## src/rtl/out_port_scheduler.sv

```systemverilog
// Per-output-port wormhole scheduler.
// A round-robin arbiter picks one input buffer and holds the grant for a
// whole packet of PKT_FLITS flits. It also tracks downstream credits and
// drives the per-flit transfer strobe and the crossbar select.
// Optional feature macro: OPS_CREDIT_CHECK_EN enables a sticky
// credit-overflow flag on err_o. Without it, err_o is tied low.
module out_port_scheduler #(
    parameter int NUM_REQ    = 4,
    parameter int PKT_FLITS  = 4,
    parameter int CREDIT_MAX = 4,
    parameter int SEL_W      = $clog2(NUM_REQ),
    parameter int CNT_W      = $clog2(CREDIT_MAX + 1)
) (
    input  logic               clk,
    input  logic               reset,
    input  logic [NUM_REQ-1:0] req_i,
    input  logic               credit_i,
    output logic [NUM_REQ-1:0] grant_o,
    output logic [SEL_W-1:0]   sel_o,
    output logic               flit_xfer_o,
    output logic               pkt_end_o,
    output logic [CNT_W-1:0]   credit_cnt_o,
    output logic               busy_o,
    output logic               err_o
);

    localparam int FC_W = (PKT_FLITS > 2) ? $clog2(PKT_FLITS) : 1;

    localparam logic [0:0] ST_IDLE   = 1'b0;
    localparam logic [0:0] ST_LOCKED = 1'b1;

    logic [0:0]         state_r;
    logic [NUM_REQ-1:0] grant_r;
    logic [SEL_W-1:0]   sel_r;
    logic [SEL_W-1:0]   ptr_r;
    logic [FC_W-1:0]    flit_cnt_r;
    logic [CNT_W-1:0]   credit_r;

    logic               pick_found_s;
    logic [SEL_W-1:0]   pick_idx_s;
    logic [SEL_W:0]     cand_s;
    logic [SEL_W-1:0]   ptr_next_s;
    logic               xfer_s;
    logic               last_s;
    logic [CNT_W-1:0]   credit_nxt_s;

    // Round-robin search: first requester at or after the pointer, wrapping.
    always_comb begin
        pick_found_s = 1'b0;
        pick_idx_s   = '0;
        cand_s       = '0;
        for (int i = 0; i < NUM_REQ; i++) begin
            cand_s = {1'b0, ptr_r} + (SEL_W+1)'(i);
            if (cand_s >= (SEL_W+1)'(NUM_REQ)) begin
                cand_s = cand_s - (SEL_W+1)'(NUM_REQ);
            end else begin
                cand_s = cand_s;
            end
            if (!pick_found_s && req_i[cand_s[SEL_W-1:0]]) begin
                pick_found_s = 1'b1;
                pick_idx_s   = cand_s[SEL_W-1:0];
            end else begin
                pick_found_s = pick_found_s;
                pick_idx_s   = pick_idx_s;
            end
        end
    end

    // Next pointer after a packet ends: one past the owner, wrapping.
    always_comb begin
        if (sel_r == SEL_W'(NUM_REQ - 1)) begin
            ptr_next_s = '0;
        end else begin
            ptr_next_s = sel_r + SEL_W'(1);
        end
    end

    // A flit moves only while locked, the owner still requests and a credit exists.
    always_comb begin
        xfer_s = (state_r == ST_LOCKED) && req_i[sel_r] && (credit_r != CNT_W'(0));
        last_s = (flit_cnt_r == FC_W'(PKT_FLITS - 1));
    end

    // Credit update: consume on transfer, refund on credit_i, saturate at the top.
    always_comb begin
        credit_nxt_s = credit_r;
        case ({xfer_s, credit_i})
            2'b10:   credit_nxt_s = credit_r - CNT_W'(1);
            2'b01:   credit_nxt_s = (credit_r == CNT_W'(CREDIT_MAX)) ? credit_r
                                                                     : credit_r + CNT_W'(1);
            default: credit_nxt_s = credit_r;
        endcase
    end

    // Credit counter register.
    always_ff @(posedge clk) begin
        if (reset) begin
            credit_r <= CNT_W'(CREDIT_MAX);
        end else begin
            credit_r <= credit_nxt_s;
        end
    end

    // Arbitration / packet-lock state machine.
    always_ff @(posedge clk) begin
        if (reset) begin
            state_r    <= ST_IDLE;
            grant_r    <= '0;
            sel_r      <= '0;
            ptr_r      <= '0;
            flit_cnt_r <= '0;
        end else begin
            case (state_r)
                ST_IDLE: begin
                    if (pick_found_s) begin
                        state_r <= ST_LOCKED;
                        grant_r <= NUM_REQ'(1) << pick_idx_s;
                        sel_r   <= pick_idx_s;
                    end else begin
                        state_r <= ST_IDLE;
                    end
                end
                ST_LOCKED: begin
                    if (xfer_s && last_s) begin
                        state_r    <= ST_IDLE;
                        grant_r    <= '0;
                        flit_cnt_r <= '0;
                        ptr_r      <= ptr_next_s;
                    end else if (xfer_s) begin
                        flit_cnt_r <= flit_cnt_r + FC_W'(1);
                    end else begin
                        flit_cnt_r <= flit_cnt_r;
                    end
                end
                default: begin
                    state_r    <= ST_IDLE;
                    grant_r    <= '0;
                    flit_cnt_r <= '0;
                end
            endcase
        end
    end

`ifdef OPS_CREDIT_CHECK_EN
    logic err_r;

    // Sticky flag: a credit returned while already full and not being consumed.
    always_ff @(posedge clk) begin
        if (reset) begin
            err_r <= 1'b0;
        end else if (credit_i && (credit_r == CNT_W'(CREDIT_MAX)) && !xfer_s) begin
            err_r <= 1'b1;
        end else begin
            err_r <= err_r;
        end
    end

    assign err_o = err_r;
`else
    assign err_o = 1'b0;
`endif

    assign grant_o      = grant_r;
    assign sel_o        = sel_r;
    assign flit_xfer_o  = xfer_s;
    assign pkt_end_o    = xfer_s && last_s;
    assign credit_cnt_o = credit_r;
    assign busy_o       = (state_r == ST_LOCKED);

endmodule

```

## config.mk

```make
export PLATFORM = sky130hd
export DESIGN_NAME = out_port_scheduler
export DESIGN_NICKNAME = d
export VERILOG_FILES = /design/src/rtl/out_port_scheduler.sv
export SDC_FILE = /design/constraint.sdc
export NUM_CORES = 1
export LEC_CHECK = 0
export ABC_AREA = 1
export BUFFER_PORTS_ARGS = -buffer_cell sky130_fd_sc_hd__buf_2
export CORE_ASPECT_RATIO = 1.2
export CORE_MARGIN = 1.5
export CORE_UTILIZATION = 45
export CTS_CLUSTER_SIZE = 30
export DETAILED_ROUTE_END_ITERATION = 12
export PLACE_DENSITY = 0.68
export SLEW_MARGIN = 20
export SYNTH_ARGS = -nofsm -noshare
export SYNTH_HDL_FRONTEND = slang
export SYNTH_SLANG_ARGS = --single-unit
export TNS_END_PERCENT = 20
```

## constraint.sdc

```tcl
create_clock -name clk -period 2 [get_ports clk]
set_input_delay 0.1 -clock clk [delete_from_list [all_inputs] [get_ports clk]]
set_output_delay 0.1 -clock clk [all_outputs]
set_load 0.05 [all_outputs]
```

**After elaboration in Yosys (flattened, before gate mapping)**

Cells that the tools add are included.

- Flip-flop bits (word level): 14
- Bits of input ports: 7
- Output and inout port bits: 13

- $add $sub $neg: 11
- $lt $le $gt $ge: 9
- Eq/ne operators: 8
- Shifts and indexed selects: 1
- Mux-type cells: 33
- Bitwise operators: 1
- Reductions and logical operators: 17

Operator list:

| operator | number |
|---|---|
| $mux W2 | 11 |
| $lt A2 B3 Y1 const B | 5 |
| $mux W1 | 11 |
| $bmux W1 S2 | 5 |
| $reduce_and A2 Y1 | 5 |
| $ge A3 B3 Y1 const B | 3 |
| $mux W4 | 2 |
| $pmux W4 S2 | 1 |
| $sub A2 B1 Y2 const B | 4 |
| $add A2 B2 Y3 const B | 2 |
| $eq A2 B2 Y1 const B | 3 |
| $logic_and A1 B1 Y1 | 6 |
| $ne A2 B2 Y1 const B | 3 |
| $pmux W3 S2 | 1 |
| $add A2 B1 Y2 const B | 2 |
| $reduce_bool A2 Y1 | 2 |
| $shl A1 B2 Y4 const A | 1 |
| $add A2 B1 Y3 const B | 1 |
| $add A3 B1 Y3 const B | 1 |
| $eq A3 B3 Y1 const B | 1 |
| $ge A2 B3 Y1 const B | 1 |
| $logic_not A1 Y1 | 3 |
| $mux W3 | 1 |
| $reduce_bool A3 Y1 | 1 |
| other kinds (4) | 4 |

**Longest topological paths before layout**

Gate-level depths: netlist of the first run.

- Depth in word-level cells: 17
- Depth in mapped cells: 12

**Worst setup path after synthesis of the first run**

No wires, ideal clock.

- Path type: register to register
- From: reg credit_r[0] (netlist: credit_cnt_o[0])
- To: reg ptr_r[0]
- Library setup time: 0.128 ns
- Arrival time: 2.372 ns
- Setup slack: -0.500 ns
- Stages on the path, launching flop included: 10
- Buffers on the path: 0
- Period minus slack after synthesis: 2.500 ns
- Path through: dfxtp_1 inv_1 a31oi_1 nand3_1 inv_1 nand2_1 inv_1 o21ai_0 o21ai_0 nor2_1

- Word-level cells in the longest chain between the ends: 4

Ends and longest elaborated chain:

| item | RTL line | RTL |
|---|---|---|
| from (decl) | 37 | `logic [CNT_W-1:0] credit_r;` |
| from (signal assigned) | 98 | `credit_r <= CNT_W'(CREDIT_MAX);` |
| from (signal assigned) | 100 | `credit_r <= credit_nxt_s;` |
| $reduce_bool A3 Y1 | 80 | `xfer_s = (state_r == ST_LOCKED) && req_i[sel_r] && (credit_r != CNT_W'(0));` |
| $logic_and A1 B1 Y1 | 80 |  |
| via flit_xfer_o | 20 | `output logic flit_xfer_o,` |
| $logic_and A1 B1 Y1 | -- |  |
| via pkt_end_o | 21 | `output logic pkt_end_o,` |
| $reduce_and A2 Y1 (no source line) | -- |  |
| to (signal assigned) | 128 | `ptr_r <= ptr_next_s;` |
| to (decl) | 35 | `logic [SEL_W-1:0] ptr_r;` |

The timed path passes the listed nets, and every way through them passes these cells.
A chain may end at the register's enable or synchronous reset.

**Worst setup path in the final report of the first run**

- From: reg sel_r[0] (netlist: sel_o[0])
- To: reg credit_r[2] (netlist: credit_cnt_o[2])

- Word-level cells in the longest chain between the ends: 7
- Elaborated cells between the ends (all ways): 10
- Those cells by class: 3 x eq/ne; 3 x mux; 4 x reduce/logical

Ends and longest elaborated chain:

| item | RTL line | RTL |
|---|---|---|
| from (decl) | 34 | `logic [SEL_W-1:0] sel_r;` |
| from (signal assigned) | 118 | `sel_r <= pick_idx_s;` |
| $bmux W1 S2 * | 80 |  |
| $mux W1 (implied by the code) * | 80 |  |
| $logic_and A1 B1 Y1 * (2 in series) | 80 |  |
| $eq A2 B1 Y1 or $eq A2 B2 Y1 (tied branches) | 87 | `case ({xfer_s, credit_i})` |
| $ne A2 B2 Y1 (no source line) or $reduce_bool A2 Y1 (tied branches) | -- |  |
| $reduce_and A2 Y1 (no source line) | -- |  |

Every way passes the cells marked *; elsewhere a longest branch is shown, timed or not. The select of a mux whose other input is x is not followed.

==> results.toml, run 1 <==
[setup_path]
worstPathCellList = "a21oi_1 > o21ai_0 > nand3_1 > nand2_1 > fa_1 > or2_2 > nand3_1 > nand3_1"
critPathKind = "reg -> reg"
slowest_delay_ps = 380
arrival_ps = 1990
critPathBufInv = 0
path_delay_family = "simple AND/OR/NAND/NOR gates"
startpoint_type = "flop"
crit_required_ps = 2170
crit_path_max_fanout = 8
critPathSlowestCell = "fa_1"
path_common_cell = "nand3_1"
end_kind = "flop"

[global_routing]
antenna_found_initial = 0
grt_pass1_vias = 812
grt_pass1_wl_um = 3200
grt_max_degree = 11
track_usage_pct = 18.2
gr-total-overflow = 0

[synthesis]
avgSynthCellArea_um2 = 6.55
ys_warn_count = 0
ys_ff_latch = 14
synth-edff-count = 0
ys_seq_area_share_pct = 29.1
synthArstFlopShare_pct = 0
yosys_most_used_dff = "dfxtp_1"
syn_nets = 157
mappedNetlistArea_um2 = 962
ys_types = 26
synth_cells = 147

[clock_network]
post_cts_resized = 0
clk_pin_slew_ps = 90
cts.sinks = 14
cts_setup_buffers = 0
cts_buffers = 3
hold_buffers = 0
clk-insertion-delay-late_ps = 280
cts-root-buf = "clkbuf_4"
cts_tree = "yes"
clock_path_buffers = 2
htree_levels = 1

[power]
power.density_nw_per_um2 = 688
leakage_nw = 0.605
ir_worst_vdd_v = 0.000509

[floorplanning]
pin_count = 20
rows = 18
start_util_pct = 46.9
die-height_um = 53.7
die_w_um = 45.2
dieArea_um2 = 2430
fp.coreArea_um2 = 2050

[layout]
antenna-diode-count = 0
final_cell_mix = "nand2_1, buf_2, nand3_1"
final_common_cell = "nand2_1"
fillers = 203
fin_area_um2 = 1140
syn2layout_area_growth_pct = 18.9
drive_above_1_share_pct = 29.2
finalNonFillerCells = 198
finalNetCount = 179

[timing]
final.setup.tns_ps = 0
hold_viol = 0
rsz0062_at_grt = "no"
setup_viol = 0
whs_ps = 105
slew_violations = 0
period_needed_ps = 1820
period_share_pct = 90.9
max_freq_ghz = 0.550
skew_ps = 4.84

[detailed_routing]
wl_per_cell_um = 10.0
wirelength_um = 1980
ant_nets = 0
drt_iter0_markers = 17
viasPerCell = 4.84
drtPass1Iterations = 4
vias = 958
drc_errors = 0

[placed_design]
io_buffers = 18
dp_hpwl_um = 1620
dp_cells = 194
placed_area_um2 = 1110
gp_congestion = 0.822

[job]
drv_cap = 0

[min_path]
hp-class = "in -> reg"

[run_status]
status = "finished, final reports clean"
state kept, by name (all words and copies together), names as in the netlist:
name          cells
ptr_r             2
grant_o           4
flit_cnt_r        2
busy_o            1
credit_cnt_o      3
sel_o             2
per-layer routing:
| layer | global-route usage (%) | routed length [µm] | vias to the layer above |
|---|---|---|---|
| met5 | 0 | 0 | - |
| met4 | 11.8 | 49 | 0 |
| met3 | 1.01 | 62 | 5 |
| met2 | 32.6 | 974 | 20 |
| met1 | 20.4 | 894 | 421 |
| li1 | - | - | 512 |
path summary, 6_finish.rpt:
check	startpoint	to	slack [ps]	cells past startpoint
max	sel_o[0]$_SDFFE_PP0P_	credit_cnt_o[2]$_SDFFE_PP1P_	180	8
min	reset	busy_o$_SDFF_PP0_	100	2
max reg2reg	sel_o[0]$_SDFFE_PP0P_	credit_cnt_o[2]$_SDFFE_PP1P_	180	8
min reg2reg	grant_o[2]$_SDFFE_PP0P_	grant_o[2]$_SDFFE_PP0P_	480	2
cell usage after synthesis, types with 2 or more instances:
| library cell | n | share of area (%) |
|---|---|---|
| nand3_2 | 2 | 2.1 |
| nand3_1 | 16 | 8.3 |
| ha_1 | 2 | 2.6 |
| o21ai_0 | 7 | 3.6 |
| inv_2 | 2 | 0.78 |
| nand2_1 | 46 | 18 |
| inv_1 | 16 | 6.2 |
| nor2_1 | 10 | 3.9 |
| a21oi_1 | 11 | 5.7 |
| nand2_4 | 2 | 2.3 |
| dfxtp_1 | 14 | 29 |
| nand2_2 | 5 | 3.3 |
kinds of logic after synthesis:
family	after synthesis	share of synthesized area [%]
and+or+nand+nor	85	41.0
AOI/OAI and AO/OA	23	15.5
buffers and inverters	21	9.36
DFF	14	29.1
adders and majority gates	3	4.68
other	1	0.390
metrics by stage:
step	utilization, %	power (mW)	setup WS (ps)
2_1_floorplan	-	0.536	2.37
3_3_place_gp	54.0	0.586	250
3_5_place_dp	54.0	0.589	194
4_1_cts	55.8	0.794	179
5_1_grt	55.8	0.833	79.8
6_report	55.8	0.787	182
report_power, final:
part | internal [mW] | switching [mW]
sequential | 0.305 | 0.0222
combinational | 0.0717 | 0.182
clock | 0.111 | 0.0954
worst reg2reg max path, delay by kind of cell, from the launching register on:
family          cells  cell delay [ps]
compound gates      2              220
fa+ha+maj           1              380
flops               1              370
simple gates        5              730
area by class of cell:
class,count,area [µm²],share of cell area (%)
multi-input combinational,112,599,52.4
sequential,14,290,25.4
timing repair buffer,20,105,9.19
inverter,18,75.1,6.56
tap,30,37.5,3.28
clock buffer,4,36.3,3.17
No activity file was read; power rests on OpenSTA's default activity.
==> run 2, diff against run 1 <==
CORE_UTILIZATION = 53   (was 45)
PLACE_DENSITY = 0.79   (was 0.68)
RECOVER_POWER = 25   (was not set)
==> run 2 against run 1 <==
Worst setup slack lost 65 ps. Via count increased by 3.0%. Routed wire length grew 2.3%. First-iteration DRC count rose by 5.9%. Largest cell class unchanged. Largest power group unchanged.
==> results.toml, run 2 (synthesis results as in run 1) <==
[setup_path]
r2r-start = "sel_o[0]$_SDFFE_PP0P_"
startpoint_type = "flop"
critPathSlowestCell = "fa_1"
end_kind = "flop"
worstPathCellList = "a21oi_1 > o21ai_0 > nand3_1 > nand2_1 > fa_1 > or2_2 > nand3_1 > nand3_1"
cp-startpoint = "sel_o[0]$_SDFFE_PP0P_"
worstSetupEndpoint = "credit_cnt_o[2]$_SDFFE_PP1P_"
slowest_delay_ps = 410
crit_required_ps = 2170
r2r_end = "credit_cnt_o[2]$_SDFFE_PP1P_"
critPathKind = "reg -> reg"
r2r_setup_slack_ps = 120
arrival_ps = 2050
path_delay_family = "simple AND/OR/NAND/NOR gates"
crit_path_max_fanout = 8
ff2ff_path_depth = 8
crit_cells = 8
path_common_cell = "nand3_1"
critPathBufInv = 0

[clock_network]
clock_path_buffers = 2
cts_tree = "yes"
clk_pin_slew_ps = 80
cts_buffers = 3
htree_levels = 1
cts_setup_buffers = 0
clk-insertion-delay-late_ps = 280
post_cts_resized = 0
hold_buffers = 0
cts.sinks = 14
cts-root-buf = "clkbuf_4"

[global_routing]
grt_max_degree = 12
grt_pass1_vias = 862
grt_pass1_wl_um = 3480
gr-total-overflow = 0
track_usage_pct = 21.1
antenna_found_initial = 0

[power]
netSwitchingPower_uw = 296
internal_power_uw = 453
clockPowerShare_pct = 22.3
leakage_nw = 0.572
power_frac_comb_pct = 33.9
p_sw_share_pct = 39.6
p_seq_share_pct = 43.8
ir_worst_vdd_v = 0.000508
power.density_nw_per_um2 = 678

[detailed_routing]
drc_errors = 0
met2_length_um = 1010
drt_iter0_markers = 18
ant_nets = 0
wl_per_cell_um = 11.0
viasPerCell = 5.34
vias = 987
drtPass1Iterations = 4
route.met3.wl_um = 74
drt-met1-wl_um = 891
routed.top_layer = "met4"
wirelength_um = 2030

[floorplanning]
start_util_pct = 57.9
fp.coreArea_um2 = 1660
rows = 16
die_w_um = 41.9
die-height_um = 49.7
dieArea_um2 = 2080
pin_count = 20

[timing]
fin_ws_ps = 117
slew_violations = 0
period_share_pct = 94.2
setup_viol = 0
whs_ps = 103
hold_viol = 0
period_needed_ps = 1880
final.setup.tns_ps = 0
rsz0062_at_grt = "no"
relSlewSlack_pct = 60.3
skew_ps = 4.11
max_freq_ghz = 0.531
tightest_slew_ps = 598

[layout]
drive_above_1_share_pct = 24.6
finalNonFillerCells = 185
syn2layout_area_growth_pct = 14.7
finalNetCount = 178
largest_register_ffs = 4
antenna-diode-count = 0
final_cell_mix = "nand2_1, nand3_1, inv_1"
final_common_cell = "nand2_1"

[placed_design]
io_buffers = 18
dp_cells = 181
place_ws_ps = 149
gp_congestion = 0.855
dp_hpwl_um = 1630

[job]
drv_cap = 0

[min_path]
whs_path_depth = 2
hp-class = "in -> reg"

[run_status]
status = "finished, final reports clean"
==> run 2: cell count changes in the layout (fill, tap and decap cells not counted), sizes merged <==
cell and delta:
buf -7, clkbuf +6
==> run 2: worst reg2reg max path, stage by stage, from the launching register on <==
cell	delay (ps)
dfxtp_4	380
a21oi_1	110
o21ai_0	100
nand3_1	180
nand2_1	120
fa_1	410
or2_2	320
nand3_1	70
nand3_1	70
==> run 2: through the flow <==
stage,utilization (%),cell area (µm²),power (mW)
2_1_floorplan,-,987,0.536
3_3_place_gp,65.3,1080,0.584
3_5_place_dp,65.3,1080,0.591
4_1_cts,66.9,1110,0.756
5_1_grt,66.4,1100,0.793
6_report,66.4,1100,0.749
==> run 2: routing by layer <==
layer	track usage, %	vias to the layer above
met5	0	-
met4	8.06	0
met3	2.20	6
met2	39.6	27
met1	23.9	439
li1	-	515
==> run 2: layout make-up <==
cell class / instances / area, µm²
Sequential cell: 14 / 290
Multi-Input combinational cell: 112 / 599
Inverter: 18 / 75.1
Timing Repair Buffer: 19 / 90.1
Fill cell: 157 / 558
Tap cell: 18 / 22.5
Clock buffer: 4 / 26.3
==> run 2: how the worst min path moves through the flow <==
stage                from                    end  slack (ps)
detailed placement  reset      busy_o$_SDFF_PP0_         390
floorplan           reset  sel_o[0]$_SDFFE_PP0P_         400
global placement    reset      busy_o$_SDFF_PP0_         390
global route        reset  sel_o[1]$_SDFFE_PP0P_         110
CTS                 reset      busy_o$_SDFF_PP0_         100
finish              reset  sel_o[1]$_SDFFE_PP0P_         100
==> run 2: power groups by stage <==
stage	registers (mW)	clock network [mW]	logic [mW]
after floorplan	0.404	0	0.132
after global placement	0.333	0	0.251
after detailed placement	0.335	0	0.256
after CTS	0.328	0.171	0.257
after global routing	0.332	0.181	0.280
final	0.328	0.167	0.254
